==> config.mk <==
export PLATFORM = sky130hd
export DESIGN_NAME = nibble_serial_subtractor
export DESIGN_NICKNAME = d
export VERILOG_FILES = /design/src/rtl/sub_pkg.sv /design/src/rtl/nibble_subtractor.sv /design/src/rtl/nibble_serial_subtractor.sv
export SDC_FILE = /design/constraint.sdc
export NUM_CORES = 1
export LEC_CHECK = 0
export BUFFER_PORTS_ARGS = -buffer_cell sky130_fd_sc_hd__buf_2
export CELL_PAD_IN_SITES_DETAIL_PLACEMENT = 1
export CELL_PAD_IN_SITES_GLOBAL_PLACEMENT = 1
export CORE_ASPECT_RATIO = 1.75
export CORE_MARGIN = 10
export CORE_UTILIZATION = 39
export DETAILED_ROUTE_END_ITERATION = 6
export GPL_ROUTABILITY_DRIVEN = 0
export GPL_TIMING_DRIVEN = 1
export HOLD_SLACK_MARGIN = 0.15
export PLACE_DENSITY = 0.81
export SLEW_MARGIN = 20
export SYNTH_ARGS = -nofsm -noshare
export SYNTH_HDL_FRONTEND = slang
export SYNTH_HIERARCHICAL = 1
export SYNTH_SLANG_ARGS = --single-unit
==> constraint.sdc <==
create_clock -name ck -period 4.05 [get_ports ck]
set_input_delay 0.405 -clock ck [delete_from_list [all_inputs] [get_ports ck]]
set_output_delay 0.405 -clock ck [all_outputs]
set_load 0.02 [all_outputs]
==> src/rtl/sub_pkg.sv <==
// Shared constants and FSM state type for the nibble-serial subtractor.
package sub_pkg;

    localparam int NIBBLE_W = 4;

    typedef enum logic [1:0] {
        IDLE = 2'd0,
        RUN  = 2'd1,
        DONE = 2'd2
    } sub_state_t;

endpackage

==> src/rtl/nibble_subtractor.sv <==
// Combinational 4-bit ripple-borrow subtractor: {bo, D} = A - B - bi,
// built from four full-subtractor bit slices.
module nibble_subtractor (
    output logic       bo,
    output logic [3:0] D,
    input  logic [3:0] A,
    input  logic [3:0] B,
    input  logic       bi
);

    logic [4:0] w_brw;

    assign w_brw[0] = bi;

    for (genvar i = 0; i < 4; i++) begin : g_slice
        logic w_x;
        assign w_x          = A[i] ^ B[i];
        assign D[i]         = w_x ^ w_brw[i];
        // Borrow out when a < b, or a == b with a borrow coming in.
        assign w_brw[i + 1] = (~A[i] & B[i]) | (~w_x & w_brw[i]);
    end

    assign bo = w_brw[4];

endmodule

==> src/rtl/nibble_serial_subtractor.sv <==
// Multi-cycle unsigned subtractor, one nibble per clock, LS nibble first.
// Optional signed-overflow output enabled by defining SUB_OVF_EN.
module nibble_serial_subtractor
    import sub_pkg::*;
#(
    parameter int N = 24
) (
    input  logic         ck,
    input  logic         rst,
    input  logic         in_valid,
    output logic         in_ready,
    input  logic [N-1:0] A,
    input  logic [N-1:0] B,
    input  logic         bi,
    output logic         out_valid,
    input  logic         out_ready,
    output logic [N-1:0] DIFF,
    output logic         bo
`ifdef SUB_OVF_EN
    ,
    output logic         ovf
`endif
);

    localparam int NIB = N / NIBBLE_W;
    localparam int KW  = (NIB > 1) ? $clog2(NIB) : 1;
    localparam logic [KW-1:0] LAST = KW'(NIB - 1);

    sub_state_t    r_state;
    logic [KW-1:0] r_k;
    logic [N-1:0]  r_a;
    logic [N-1:0]  r_b;
    logic [N-1:0]  r_diff;
    logic          r_borrow;
    logic          r_bo;
`ifdef SUB_OVF_EN
    logic          r_ovf;
`endif

    logic [31:0]         w_lo;
    logic [NIBBLE_W-1:0] w_an;
    logic [NIBBLE_W-1:0] w_bn;
    logic [NIBBLE_W-1:0] w_d;
    logic                w_bo;

    assign w_lo = 32'(r_k) * NIBBLE_W;
    assign w_an = r_a[w_lo +: NIBBLE_W];
    assign w_bn = r_b[w_lo +: NIBBLE_W];

    nibble_subtractor u_nib (
        .bo (w_bo),
        .D  (w_d),
        .A  (w_an),
        .B  (w_bn),
        .bi (r_borrow)
    );

    always_ff @(posedge ck) begin
        if (rst) begin
            r_state  <= IDLE;
            r_k      <= '0;
            r_a      <= '0;
            r_b      <= '0;
            r_diff   <= '0;
            r_borrow <= 1'b0;
            r_bo     <= 1'b0;
`ifdef SUB_OVF_EN
            r_ovf    <= 1'b0;
`endif
        end else begin
            case (r_state)
                IDLE: begin
                    if (in_valid) begin
                        r_a      <= A;
                        r_b      <= B;
                        r_borrow <= bi;
                        r_diff   <= '0;
                        r_k      <= '0;
                        r_bo     <= 1'b0;
`ifdef SUB_OVF_EN
                        r_ovf    <= 1'b0;
`endif
                        r_state  <= RUN;
                    end
                end
                RUN: begin
                    r_diff[w_lo +: NIBBLE_W] <= w_d;
                    r_borrow                 <= w_bo;
                    if (r_k == LAST) begin
                        r_bo    <= w_bo;
`ifdef SUB_OVF_EN
                        // w_d[3] is the sign bit of the finished difference here.
                        r_ovf   <= (r_a[N-1] != r_b[N-1]) & (w_d[NIBBLE_W-1] != r_a[N-1]);
`endif
                        r_state <= DONE;
                    end else begin
                        r_k <= r_k + 1'b1;
                    end
                end
                DONE: begin
                    if (out_ready) r_state <= IDLE;
                end
                default: r_state <= IDLE;
            endcase
        end
    end

    assign in_ready  = (r_state == IDLE) & ~rst;
    assign out_valid = (r_state == DONE);
    assign DIFF      = r_diff;
    assign bo        = r_bo;
`ifdef SUB_OVF_EN
    assign ovf       = r_ovf;
`endif

endmodule

; ---- Word-level counts from Yosys, hierarchy flattened
; Index checks and enable logic that the tools add are counted.
[word_totals]
regBits = 79
latchBits = 0
ramBits = 0
mem_bits_ro = 0
input_bits = 53
n_memories = 0
[classes]
addsub = 2
mul = 0
div = 0
n_lt_le_gt_ge = 0
n_eq_ne = 7
shifts = 4
mux = 15
n_bitwise = 30
reduce_logical = 7
[op_table]
columns = cell, n
row1 = 24-bit one-hot mux with 2 select lines, 1
row2 = 24-bit by 6-bit indexed part select with 4-bit output, 2
row3 = 5-bit negator with 34-bit output, 1
row4 = "4-bit by 34-bit variable shift with 24-bit output, first input constant", 1
row5 = 4-bit by 34-bit indexed part select with 24-bit output, 1
row6 = 24-bit bitwise mux, 1
row7 = 24-bit two-way mux, 1
row8 = 1-bit AND, 9
row9 = 1-bit NOT, 9
row10 = 3-bit AND reduction, 3
row11 = 1-bit XOR, 8
row12 = 2-bit two-way mux, 3
row13 = 3-bit two-way mux, 2
row14 = "2-bit != test, second input constant", 3
row15 = 2-bit one-hot mux with 3 select lines, 1
row16 = 3-bit one-hot mux with 2 select lines, 1
row17 = 1-bit OR, 4
row18 = 1-bit one-hot mux with 2 select lines, 2
row19 = 2-bit AND reduction, 2
row20 = "3-bit by 1-bit adder with 3-bit output, second input constant", 1
row21 = "3-bit == test, second input constant", 1
row22 = 1-bit two-way mux, 3
row23 = "2-bit by 1-bit == test with 1-bit output, second input constant", 1
row24 = "2-bit == test, second input constant", 1
row25 = other kinds (3), 3

; ---- Logic depth before layout (Yosys ltp)
; Gate-level depths: netlist of run 1.
[logic_depth]
word_depth = 13
depth_mapped = 15
depth_no_buf = 13

; ---- Hierarchy
; The synthesis of run 1 kept the hierarchy.
[by_module_without_submodules]
columns = mod, instances, cells_per_inst, area_per_inst_um2, seq_area_each_um2
row1 = nibble_serial_subtractor, 1, 406, 3513.4, 1581.5
row2 = nibble_subtractor, 1, 14, 117.6, 0.0

; ---- Least setup slack after synthesis of run 1
; Ideal clock, no wire load.
[synth_timing]
kind = reg2reg
startpoint = register r_k[0]
endpoint = register r_diff[11] (netlist: DIFF[11])
t_arrival_ns = 3.459
required_ns = 3.929
slack_ns = 0.471
stages_incl_launch_ff = 14
path_buffers = 2
period_less_slack_ns = 3.579
cell_sequence = dfxtp_1 -> buf_2 -> buf_1 -> mux2i_1 -> o21ai_0 -> fa_1 -> inv_1 -> fa_1 -> fa_1 -> inv_1 -> fa_1 -> nor2b_1 -> nor3b_1 -> mux2_2
[synth_via]
elab_chain_len = 13
word_cells_on_any_way = 30
classes_between = 1 x add/sub / 4 x shift / 2 x mux / 23 x bitwise
[synth_lines]
columns = item, line_no
row1 = start: declaration, nibble_serial_subtractor.sv:30  ; logic [KW-1:0] r_k;
row2 = start signal: assignment, nibble_serial_subtractor.sv:97  ; r_k <= r_k + 1'b1;
row3 = 24-bit by 6-bit indexed part select with 4-bit output (*), nibble_serial_subtractor.sv:47  ; assign w_an = r_a[w_lo +: NIBBLE_W];
row4 = net w_an[0], nibble_serial_subtractor.sv:41  ; logic [NIBBLE_W-1:0] w_an;
row5 = 1-bit XOR, nibble_subtractor.sv:17  ; assign w_x = A[i] ^ B[i];
row6 = 1-bit NOT, nibble_subtractor.sv:20  ; assign w_brw[i + 1] = (~A[i] & B[i]) | (~w_x & w_brw[i]);
row7 = 1-bit AND, nibble_subtractor.sv:20
row8 = 1-bit OR (*), nibble_subtractor.sv:20
row9 = 1-bit AND (*), nibble_subtractor.sv:20
row10 = 1-bit OR (*), nibble_subtractor.sv:20
row11 = 1-bit AND (*), nibble_subtractor.sv:20
row12 = 1-bit OR (*), nibble_subtractor.sv:20
row13 = 1-bit XOR (*), nibble_subtractor.sv:18  ; assign D[i] = w_x ^ w_brw[i];
row14 = net w_d[3], nibble_serial_subtractor.sv:43  ; logic [NIBBLE_W-1:0] w_d;
row15 = 4-bit by 34-bit indexed part select with 24-bit output (*), nibble_serial_subtractor.sv:87  ; r_diff[w_lo +: NIBBLE_W] <= w_d;
row16 = 24-bit bitwise mux (*), nibble_serial_subtractor.sv:87
row17 = 24-bit one-hot mux with 2 select lines (*), nibble_serial_subtractor.sv:71  ; case (r_state)
row18 = end signal: indexed assignment, nibble_serial_subtractor.sv:87
row19 = end: declaration, nibble_serial_subtractor.sv:33  ; logic [N-1:0] r_diff;
; Mark *: on every way through the listed nets, which the timed path passes. The rest lies on a longest branch.
; A chain may end at the register's enable or synchronous reset.

; ---- Worst setup path after layout of run 1
[layout_timing]
startpoint = register r_k[0]
endpoint = register r_diff[19] (netlist: DIFF[19])
; The elaborated chain is that of the path after synthesis.

==> run_results.csv, run 1 <==
group,metric,value,unit
run_status,outcome,"finished clean",
sta,finalWorstSetupSlack,0.493,ns
critical_path,ff2ff_setup_slack,0.49,ns
clock_network,cts_buffer_depth,2,
floorplanning,die_h,148,um
floorplanning,fp.dieW,92.9,um
sta,rsz0062_at_grt,"no",
pwr,p_switching,0.000477,W
routing,wl,10400,um
critical_path,crit_fanout,15,
routing,via_per_inst,5.13,
sta,hold_violations,0,
floorplanning,start_util,39.9,%
routing,ant_nets,0,
floorplanning,pin_count,80,
routing,drc_errors,0,
synth,syn_nets,482,
pwr,p_total,0.00187,W
global_route,grt_max_degree,45,
sta,post-route-period-util,87.8,%
sta,fin_crit,3.56,ns
final_layout,syn2layout_area_growth,21.3,%
global_route,grt_first_pass_wirelength,16600,um
critical_path,timing.rr.end,"DIFF[19]",
critical_path,crit_required,4.28,ns
synth,syn_inst,420,
synth,synth_edf_count,0,
final_layout,stdcell_area,0.00441,mm2
routing,avgRoutedWirePerCell,17.0,um
final_layout,num_antenna_cells,0,
synth,synth_top_area_cell,"dfxtp_1",
global_route,grt_pass1_vias,3403,
floorplanning,dieArea,0.0137,mm2
synth,seq_area_frac_synth,43.6,%
synth,synth_cell_types,36,
synth,synth_area,0.00363,mm2
clock_network,numCtsBuffers,9,
critical_path,reg2reg_from,"r_k[0]",
global_route,grt.total_usage,15.3,%
pwr,p_int,0.00140,W
synth,synthFlopType,"dfxtp_1",
min_path,whs_endpoint,"r_a[13]",
place,dp_cells,595,
critical_path,cp-startpoint,"r_k[0]",
place,place_ws,0.513,ns
sta,fin_tns_setup,0,ns
flow_run,drv_cap,0,
place,dp_hpwl,7960,um
place,place_area,0.00411,mm2
min_path,hold_depth,3,
clock_network,cts_sinks,79,
clock_network,cts_hold_buf,0,
routing,drt_iter0_markers,108,
clock_network,clk_pin_slew,0.06,ns
synth,ys_warn_count,6,
routing,vias,3136,
final_layout,mostFrequentLayoutCells,"104 x nand2_1, 79 x dfxtp_1, 79 x buf_2, 54 x a21oi_1, 43 x mux2i_1",
clock_network,cts_tree,"done",
pwr,power.density,425,mW/mm2
critical_path,worstSetupStartpointType,"flop",
routing,drtPass1Iterations,4,
sta,tightest_slew,0.937,ns
place,portBuffers,79,
global_route,overflow,0,
global_route,antenna_found_initial,0,
sta,slew_violations,0,
min_path,hp-class,"in2reg",
critical_path,cp-end-kind,"flop",
synth,synth_area_per_cell,8.65,um2
pwr,swShare,25.4,%
critical_path,reg2reg_depth,13,
pwr,vdd_ir_drop_max,227,uV
clock_network,cts_resized,0,
sta,setup_viol,0,
synth,ys_ff_latch,79,
pwr,p_seq_share,44.6,%
pwr,clockPowerShare,43.0,%
sta,slew_headroom,37.6,%
pwr,combPwrFrac,12.4,%
final_layout,nets,548,
final_layout,stdcell_count,611,
floorplanning,coreArea,0.00909,mm2
floorplanning,num_rows,46,
final_layout,post_route_cells_drive_above_1_share,22.8,%
pwr,leakage,1.78,nW
critical_path,setup.worst_path.class,"reg2reg",
clock_network,htree_num_levels,3,
synth,yosys-top-cells-area,"dfxtp_1 44%, mux2i_1 12%, nand2_1 11%, a21oi_1 7.4%, nand3b_1 4.3%",
final_layout,final_common_cell,"nand2_1",
synth,synth_top_area_share,43.6,%
final_layout,fillers,1149,
critical_path,critPathArrivalTime,3.79,ns
sta,skew,0.00573,ns
clock_network,root_buffer,"clkbuf_16",
sta,fmaxAchievable,281,MHz
clock_network,clk_latency,0.34,ns
min_path,min_from,"A[13]",
synth,synth-async-reset-ratio,0,%
clock_network,cts_setup_buffers,0,
-- per-layer routing --
layer	up-vias	track usage [%]	wire length (um)
met4	0	7.44	287
met2	61	29.6	6120
met1	1500	13.9	3570
met5	-	0	0
li1	1557	-	-
met3	18	4.06	438
-- synthesized netlist by cell type (3+ instances only) --
cell type	number
nand3_1	3
o21ai_0	10
mux2i_1	43
clkbuf_1	25
dfxtp_1	79
nor3b_1	7
o22a_1	8
ha_1	5
nor2b_1	6
a21oi_1	54
mux2_2	5
nor3_1	3
nand2b_1	7
nand2_1	104
fa_1	4
nand3b_1	21
inv_1	13
buf_2	4
-- metrics by stage --
step	util (%)	hold WS (ns)
2_1_floorplan	-	0.436
3_3_place_gp	45.1	0.444
3_5_place_dp	45.1	0.448
4_1_cts	48.4	0.297
5_1_grt	48.4	0.311
6_report	48.4	0.306
-- sequential cells by signal (all words and copies together) (netlist names) --
| register | flops |
|---|---|
| r_k | 3 |
| r_borrow | 1 |
| DIFF | 24 |
| r_a | 24 |
| bo | 1 |
| r_state | 2 |
| r_b | 24 |
-- cells by family after synthesis --
family / after synthesis / share of synthesized area (%)
AO/OA/AOI/OAI: 75 / 11.4
adder cells (fa/ha/maj): 9 / 3.93
buffers and inverters: 44 / 4.89
flip-flops: 79 / 43.6
multiplexers: 48 / 13.4
AND/OR/NAND/NOR: 165 / 22.8
-- layout make-up --
class / count / area (um2) / share of cell area (%)
clock buffers: 11 / 243 / 5.51
inverters: 13 / 48.8 / 1.11
flip-flops and latches: 79 / 1580 / 35.9
multi-input cells: 297 / 1880 / 42.6
repair buffers: 86 / 448 / 10.2
clock inverters: 5 / 57.6 / 1.31
well taps: 120 / 150 / 3.41
-- power by group through the flow --
stage	combinational [W]	sequential, W	clock (W)
4_1_cts	0.000237	0.000835	0.000821
6_report	0.000233	0.000835	0.000806
2_1_floorplan	0.000156	0.000844	0
5_1_grt	0.000261	0.000838	0.000851
3_5_place_dp	0.000236	0.000852	0
3_3_place_gp	0.000228	0.000851	0
-- worst max path at each step --
stage,end,slack (ns),depth (start not counted)
after floorplan,DIFF[11],0.47,13
after global placement,DIFF[11],0.59,13
after detailed placement,DIFF[11],0.51,13
after CTS,DIFF[19],0.47,13
after global routing,DIFF[11],0.27,13
final,DIFF[19],0.49,13
-- critical path, stage by stage (launching register included) --
cell     delay, ns
dfxtp_1       0.48
buf_4         0.32
mux2i_1       0.12
o22a_1        0.20
o21ai_0       0.13
fa_1          0.23
inv_1         0.05
fa_1          0.38
fa_1          0.36
inv_1         0.09
fa_1          0.44
nor2b_1       0.19
nor2b_1       0.19
mux2_2        0.27
No activity file was read; power rests on OpenSTA's default activity.
==> run 2: changes to the inputs <==
--- a/config.mk
+++ b/config.mk
@@ -9,13 +9,14 @@
 export CELL_PAD_IN_SITES_DETAIL_PLACEMENT = 1
 export CELL_PAD_IN_SITES_GLOBAL_PLACEMENT = 1
 export CORE_ASPECT_RATIO = 1.75
-export CORE_MARGIN = 10
-export CORE_UTILIZATION = 39
+export CORE_MARGIN = 5
+export CORE_UTILIZATION = 40
 export DETAILED_ROUTE_END_ITERATION = 6
 export GPL_ROUTABILITY_DRIVEN = 0
 export GPL_TIMING_DRIVEN = 1
 export HOLD_SLACK_MARGIN = 0.15
-export PLACE_DENSITY = 0.81
+export PLACE_DENSITY = 0.83
+export SETUP_SLACK_MARGIN = 0.15
 export SLEW_MARGIN = 20
 export SYNTH_ARGS = -nofsm -noshare
 export SYNTH_HDL_FRONTEND = slang
==> run 2 against run 1 <==
Against the previous run: die area is 19% lower; first-iteration DRC count up 21%; non-clock buffer count grew 1; global-route usage up 3.7 points; largest cell class unchanged; clock power is 2% lower; power is 0.70% lower; utilization grew 0.61 points; sequential share of layout area about the same; worst setup slack improved by 0.11 ns; sequential power about the same; maximum frequency up 3.1%; clock skew is 0.0021 ns lower.
==> run_results.csv, run 2 (synthesis results as in run 1) <==
group,metric,value,unit
run_status,outcome,"finished clean",
pwr,p_int,0.00140,W
clock_network,cts_resized,0,
critical_path,ff2ff_setup_slack,0.60,ns
clock_network,cts_hold_buf,0,
routing,drtPass1Iterations,4,
critical_path,cp-startpoint,"r_k[0]",
critical_path,reg2reg_depth,13,
final_layout,seq_area,0.00158,mm2
global_route,grt_max_degree,63,
final_layout,post_route_cells_drive_above_1_share,22.8,%
final_layout,nets,549,
sta,fmaxAchievable,290,MHz
clock_network,htree_num_levels,3,
place,place_area,0.00411,mm2
final_layout,syn2layout_area_growth,21.3,%
floorplanning,die_h,136,um
pwr,leakage,1.79,nW
final_layout,num_antenna_cells,0,
critical_path,crit_fanout,7,
final_layout,stdcell_count,612,
sta,rsz0062_at_grt,"no",
final_layout,multi_input_area,0.00188,mm2
sta,whs,0.307,ns
critical_path,worstSetupStartpointType,"flop",
routing,via_per_inst,5.15,
clock_network,root_buffer,"clkbuf_16",
sta,hold_violations,0,
floorplanning,fp.dieW,82.0,um
floorplanning,num_rows,46,
global_route,antenna_found_initial,0,
sta,fin_tns_setup,0,ns
critical_path,cp-end-kind,"flop",
floorplanning,dieArea,0.0112,mm2
critical_path,worst-path-stages,13,
pwr,p_switching,0.000464,W
clock_network,clk_latency,0.33,ns
flow_run,drv_cap,0,
min_path,min_from,"A[13]",
sta,skew,0.00366,ns
clock_network,cts_buffer_depth,2,
routing,drc_errors,0,
critical_path,setup.worst_path.class,"reg2reg",
pwr,clockPowerShare,42.4,%
critical_path,crit_required,4.27,ns
clock_network,cts_setup_buffers,0,
final_layout,fillers,1125,
pwr,vdd_ir_drop_max,377,uV
critical_path,timing.rr.end,"DIFF[11]",
place,dp_hpwl,7710,um
routing,ant_nets,0,
place,portBuffers,79,
clock_network,clk_pin_slew,0.06,ns
global_route,grt.total_usage,19.0,%
critical_path,crit_family,"adder cells",
critical_path,cp_slowest_cell,"dfxtp_1",
pwr,combPwrFrac,12.7,%
min_path,hp-class,"in2reg",
sta,slew_violations,0,
clock_network,cts_tree,"done",
critical_path,path_common_cell,"fa_1",
pwr,power.density,422,mW/mm2
clock_network,numCtsBuffers,9,
clock_network,cts_sinks,79,
critical_path,worstPathCellList,"buf_4, mux2i_1, o22a_1, o21ai_0, fa_1, inv_1, fa_1, fa_1, inv_1, fa_1, nor2b_1, nor3b_1, mux2_2",
global_route,grt_pass1_vias,3367,
routing,avgRoutedWirePerCell,16.7,um
final_layout,mostFrequentLayoutCells,"104 x nand2_1, 79 x dfxtp_1, 79 x buf_2, 54 x a21oi_1, 43 x mux2i_1",
critical_path,endpoint,"DIFF[11]",
global_route,grt_first_pass_wirelength,15900,um
global_route,overflow,0,
sta,tightest_slew,1.02,ns
pwr,swShare,25.0,%
routing,vias,3154,
floorplanning,coreArea,0.00898,mm2
final_layout,stdcell_area,0.00440,mm2
floorplanning,start_util,40.4,%
place,dp_cells,596,
routing,drt_iter0_markers,131,
pwr,p_seq_share,44.9,%
sta,post-route-period-util,85.2,%
critical_path,reg2reg_from,"r_k[0]",
critical_path,slowest_delay,0.50,ns
sta,setup_viol,0,
sta,fin_crit,3.45,ns
pwr,p_total,0.00186,W
final_layout,final_common_cell,"nand2_1",
critical_path,critPathArrivalTime,3.67,ns
floorplanning,pin_count,80,
routing,wl,10200,um
critical_path,crit_buf_inv,3,
sta,slew_headroom,32.2,%
==> run 2: cell count changes in the layout (fill, tap and decap cells not counted), sizes merged <==
cell | previous run | this run
buf | 86 | 87
clkbuf | 11 | 12
clkinv | 1 | 3
clkinvlp | 3 | 0
==> run 2: how the worst min path moves through the flow <==
stage | endpoint | slack [ns] | cells after the start
after detailed placement | r_b[3] | 0.45 | 2
after CTS | r_a[13] | 0.30 | 3
after global routing | r_a[10] | 0.30 | 3
after global placement | r_b[3] | 0.45 | 2
after floorplan | r_a[0] | 0.44 | 2
final | r_a[13] | 0.31 | 3
==> run 2: power by group through the flow <==
| stage | combinational (W) | sequential (W) | clock, W |
|---|---|---|---|
| after floorplan | 0.000156 | 0.000844 | 0 |
| after CTS | 0.000239 | 0.000835 | 0.000803 |
| after global routing | 0.000263 | 0.000838 | 0.000838 |
| final | 0.000237 | 0.000834 | 0.000789 |
| after detailed placement | 0.000237 | 0.000851 | 0 |
| after global placement | 0.000226 | 0.000851 | 0 |
==> run 2: area by class of cell <==
| type | instances | share of cell area, % |
|---|---|---|
| Clock buffer | 12 | 5.60 |
| Clock inverter | 4 | 1.02 |
| Inverter | 13 | 1.11 |
| Multi-Input combinational cell | 297 | 42.6 |
| Sequential cell | 79 | 35.9 |
| Tap cell | 120 | 3.41 |
| Timing Repair Buffer | 87 | 10.3 |
==> run 2: stage by stage <==
| stage | setup slack, ns | utilization [%] |
|---|---|---|
| global route | 0.378 | 49.1 |
| detailed placement | 0.595 | 45.8 |
| CTS | 0.579 | 49.1 |
| floorplan | 0.471 | - |
| finish | 0.599 | 49.1 |
| global placement | 0.702 | 45.8 |
==> run 2: worst reg2reg max path, delay by kind of cell, from the launching register on <==
kind	cells	cell delay (ns)
compound gates	2	0.29
simple gates	2	0.40
flops	1	0.50
mux	2	0.36
buf+inv	3	0.37
fa+ha+maj	4	1.43
==> run 2: routing by layer <==
metal  up-vias  part of all wire (%)  GRT usage, %
li1       1562                     -             -
met1      1510                    36          18.1
met2        61                    58          37.2
met3        21                   2.9          3.78
met4         0                   3.3          8.32
met5         -                     0             0
==> run 3: changes to the inputs <==
--- a/config.mk
+++ b/config.mk
@@ -10,15 +10,14 @@
 export CELL_PAD_IN_SITES_GLOBAL_PLACEMENT = 1
 export CORE_ASPECT_RATIO = 1.75
 export CORE_MARGIN = 5
-export CORE_UTILIZATION = 40
+export CORE_UTILIZATION = 39
 export DETAILED_ROUTE_END_ITERATION = 6
 export GPL_ROUTABILITY_DRIVEN = 0
 export GPL_TIMING_DRIVEN = 1
 export HOLD_SLACK_MARGIN = 0.15
-export PLACE_DENSITY = 0.83
+export PLACE_DENSITY = 0.82
 export SETUP_SLACK_MARGIN = 0.15
 export SLEW_MARGIN = 20
 export SYNTH_ARGS = -nofsm -noshare
 export SYNTH_HDL_FRONTEND = slang
-export SYNTH_HIERARCHICAL = 1
 export SYNTH_SLANG_ARGS = --single-unit
==> run 3 against run 2 <==
Against the previous run: first-iteration DRC count is 47% higher; flip-flop and latch count stayed put; clock power is 11% lower; via count is 1.6% lower; sequential share of layout area is 1.6 points higher; count of clock-buffer cells in the layout is 1 lower; register-to-register slack better by 0.17 ns; combinational power hardly changed; sequential power hardly changed; die area is 0.90% lower; highest routed layer unchanged; critical path type unchanged; worst hold slack hardly changed; area after synthesis is 3.5% lower.
==> run_results.csv, run 3 <==
group,metric,value,unit
clock_network,cts_hold_buf,0,
final_layout,mostFrequentLayoutCells,"113 x nand2_1, 79 x dfxtp_1, 79 x buf_2, 67 x a21oi_1, 21 x nor2_1",
synth,synth_edf_count,0,
synth,synth_top_area_share,45.1,%
sta,slew_violations,0,
global_route,grt_max_degree,62,
synth,syn_inst,414,
clock_network,numCtsBuffers,9,
sta,setup_viol,0,
clock_network,htree_num_levels,3,
global_route,grt.total_usage,18.5,%
sta,rsz0062_at_grt,"no",
synth,yosys-top-cells-area,"dfxtp_1 45%, nand2_1 12%, a21oi_1 9.6%, mux4_2 5.1%, mux2i_1 4.3%",
global_route,grt_first_pass_wirelength,15700,um
critical_path,crit_fanout,7,
place,dp_hpwl,7260,um
sta,hold_violations,0,
synth,yosysMostFrequentCell,"nand2_1",
sta,slew_headroom,49.1,%
floorplanning,pin_count,80,
pwr,vdd_ir_drop_max,353,uV
critical_path,cp_slowest_cell,"fa_1",
clock_network,root_buffer,"clkbuf_16",
floorplanning,fp.dieW,81.7,um
clock_network,clk_pin_slew,0.06,ns
floorplanning,num_rows,45,
flow_run,drv_cap,0,
synth,syn_nets,475,
pwr,leakage,1.68,nW
routing,drc_errors,0,
critical_path,crit_required,4.31,ns
routing,via_per_inst,5.18,
synth,seq_area_frac_synth,45.1,%
global_route,antenna_found_initial,0,
routing,avgRoutedWirePerCell,16.2,um
floorplanning,start_util,40.2,%
critical_path,path_common_cell,"fa_1",
pwr,power.density,421,mW/mm2
floorplanning,die_h,135,um
global_route,grt_pass1_vias,3245,
critical_path,critPathArrivalTime,3.54,ns
final_layout,nets,541,
place,portBuffers,79,
min_path,hp-class,"in2reg",
final_layout,final_common_cell,"nand2_1",
synth,synth_top_area_cell,"dfxtp_1",
synth,synthFlopType,"dfxtp_1",
synth,ys_ff_latch,79,
clock_network,cts_buffer_depth,2,
sta,skew,0.00677,ns
final_layout,num_antenna_cells,0,
synth,ys_warn_count,0,
run_status,outcome,"finished clean",
global_route,overflow,0,
routing,vias,3104,
critical_path,slowest_delay,0.66,ns
critical_path,setup.worst_path.class,"reg2reg",
routing,drtPass1Iterations,4,
clock_network,cts_setup_buffers,0,
clock_network,cts_tree,"done",
routing,wl,9700,um
clock_network,cts_resized,0,
sta,fin_tns_setup,0,ns
final_layout,post_route_cells_drive_above_1_share,23.9,%
final_layout,fillers,1074,
critical_path,worstSetupStartpointType,"flop",
sta,post-route-period-util,81.0,%
critical_path,cp-end-kind,"flop",
critical_path,worstPathCellList,"buf_4, mux4_2, a21oi_1, fa_1, inv_1, fa_1, fa_1, fa_1, nand4_1, a21oi_1",
sta,fin_crit,3.28,ns
synth,synth_area,0.00350,mm2
synth,synth_area_per_cell,8.47,um2
clock_network,clk_latency,0.33,ns
floorplanning,coreArea,0.00873,mm2
synth,synth-async-reset-ratio,0,%
routing,ant_nets,0,
floorplanning,dieArea,0.0111,mm2
synth,synth_common_cells,"113 x nand2_1, 79 x dfxtp_1, 67 x a21oi_1",
sta,tightest_slew,0.764,ns
final_layout,final_util,48.3,%
synth,synth_cell_types,35,
final_layout,syn2layout_area_growth,20.2,%
clock_network,cts_sinks,79,
sta,fmaxAchievable,305,MHz
routing,drt_iter0_markers,193,
==> run 3: path summary, 6_finish.rpt <==
check        startpoint       end  slack (ns)  cells after the start
max              r_k[0]  DIFF[15]        0.77                     10
min                A[9]    r_a[9]        0.31                      3
max reg2reg      r_k[0]  DIFF[15]        0.77                     10
min reg2reg     r_b[19]   r_b[19]        0.46                      2
==> run 3: cells by family after synthesis <==
group           Yosys count  share of synthesized area [%]
simple gates            188                           24.5
compound gates           77                           11.4
flops                    79                           45.1
mux                      27                           10.7
xor+xnor                  1                          0.250
buf+inv                  34                           4.36
fa+ha+maj                 8                           3.71
==> run 3: critical path: cells and delay by family (launching register included) <==
kind	cells	cell delay (ns)
compound gates	2	0.35
buf+inv	2	0.23
simple gates	1	0.13
fa+ha+maj	4	1.67
mux	1	0.50
flops	1	0.33
==> run 3: routing by layer <==
layer | GRT usage, % | vias up | wire length, um
met5 | 0 | - | 0
met4 | 6.47 | 0 | 206
met3 | 4.86 | 14 | 366
met2 | 34.3 | 59 | 5560
met1 | 19.6 | 1506 | 3560
li1 | - | 1525 | -
==> run 3: report_power, final <==
part / internal, W / switching (W)
Clock: 0.000419 / 0.000287
Sequential: 0.000811 / 0.0000216
Combinational: 0.0000922 / 0.000142
==> run 3: final cells by class <==
class                   instances  area (um2)  share of cell area [%]
well taps                     117         146                    3.48
repair buffers                 85         440                    10.5
multi-input cells             301        1780                    42.2
flip-flops and latches         79        1580                    37.6
clock buffers                  11         243                    5.76
clock inverters                 2        10.0                   0.238
inverters                       4        15.0                   0.357
==> run 3: through the flow <==
| step | total power (W) | area, um2 | hold slack, ns | setup slack (ns) | cells |
|---|---|---|---|---|---|
| 2_1_floorplan | 0.000999 | 3500 | 0.433 | 0.886 | 414 |
| 3_3_place_gp | 0.00108 | 3960 | 0.442 | 0.844 | 586 |
| 3_5_place_dp | 0.00108 | 3960 | 0.452 | 0.789 | 586 |
| 4_1_cts | 0.00179 | 4210 | 0.300 | 0.766 | 599 |
| 5_1_grt | 0.00185 | 4210 | 0.309 | 0.553 | 599 |
| 6_report | 0.00177 | 4210 | 0.307 | 0.769 | 599 |
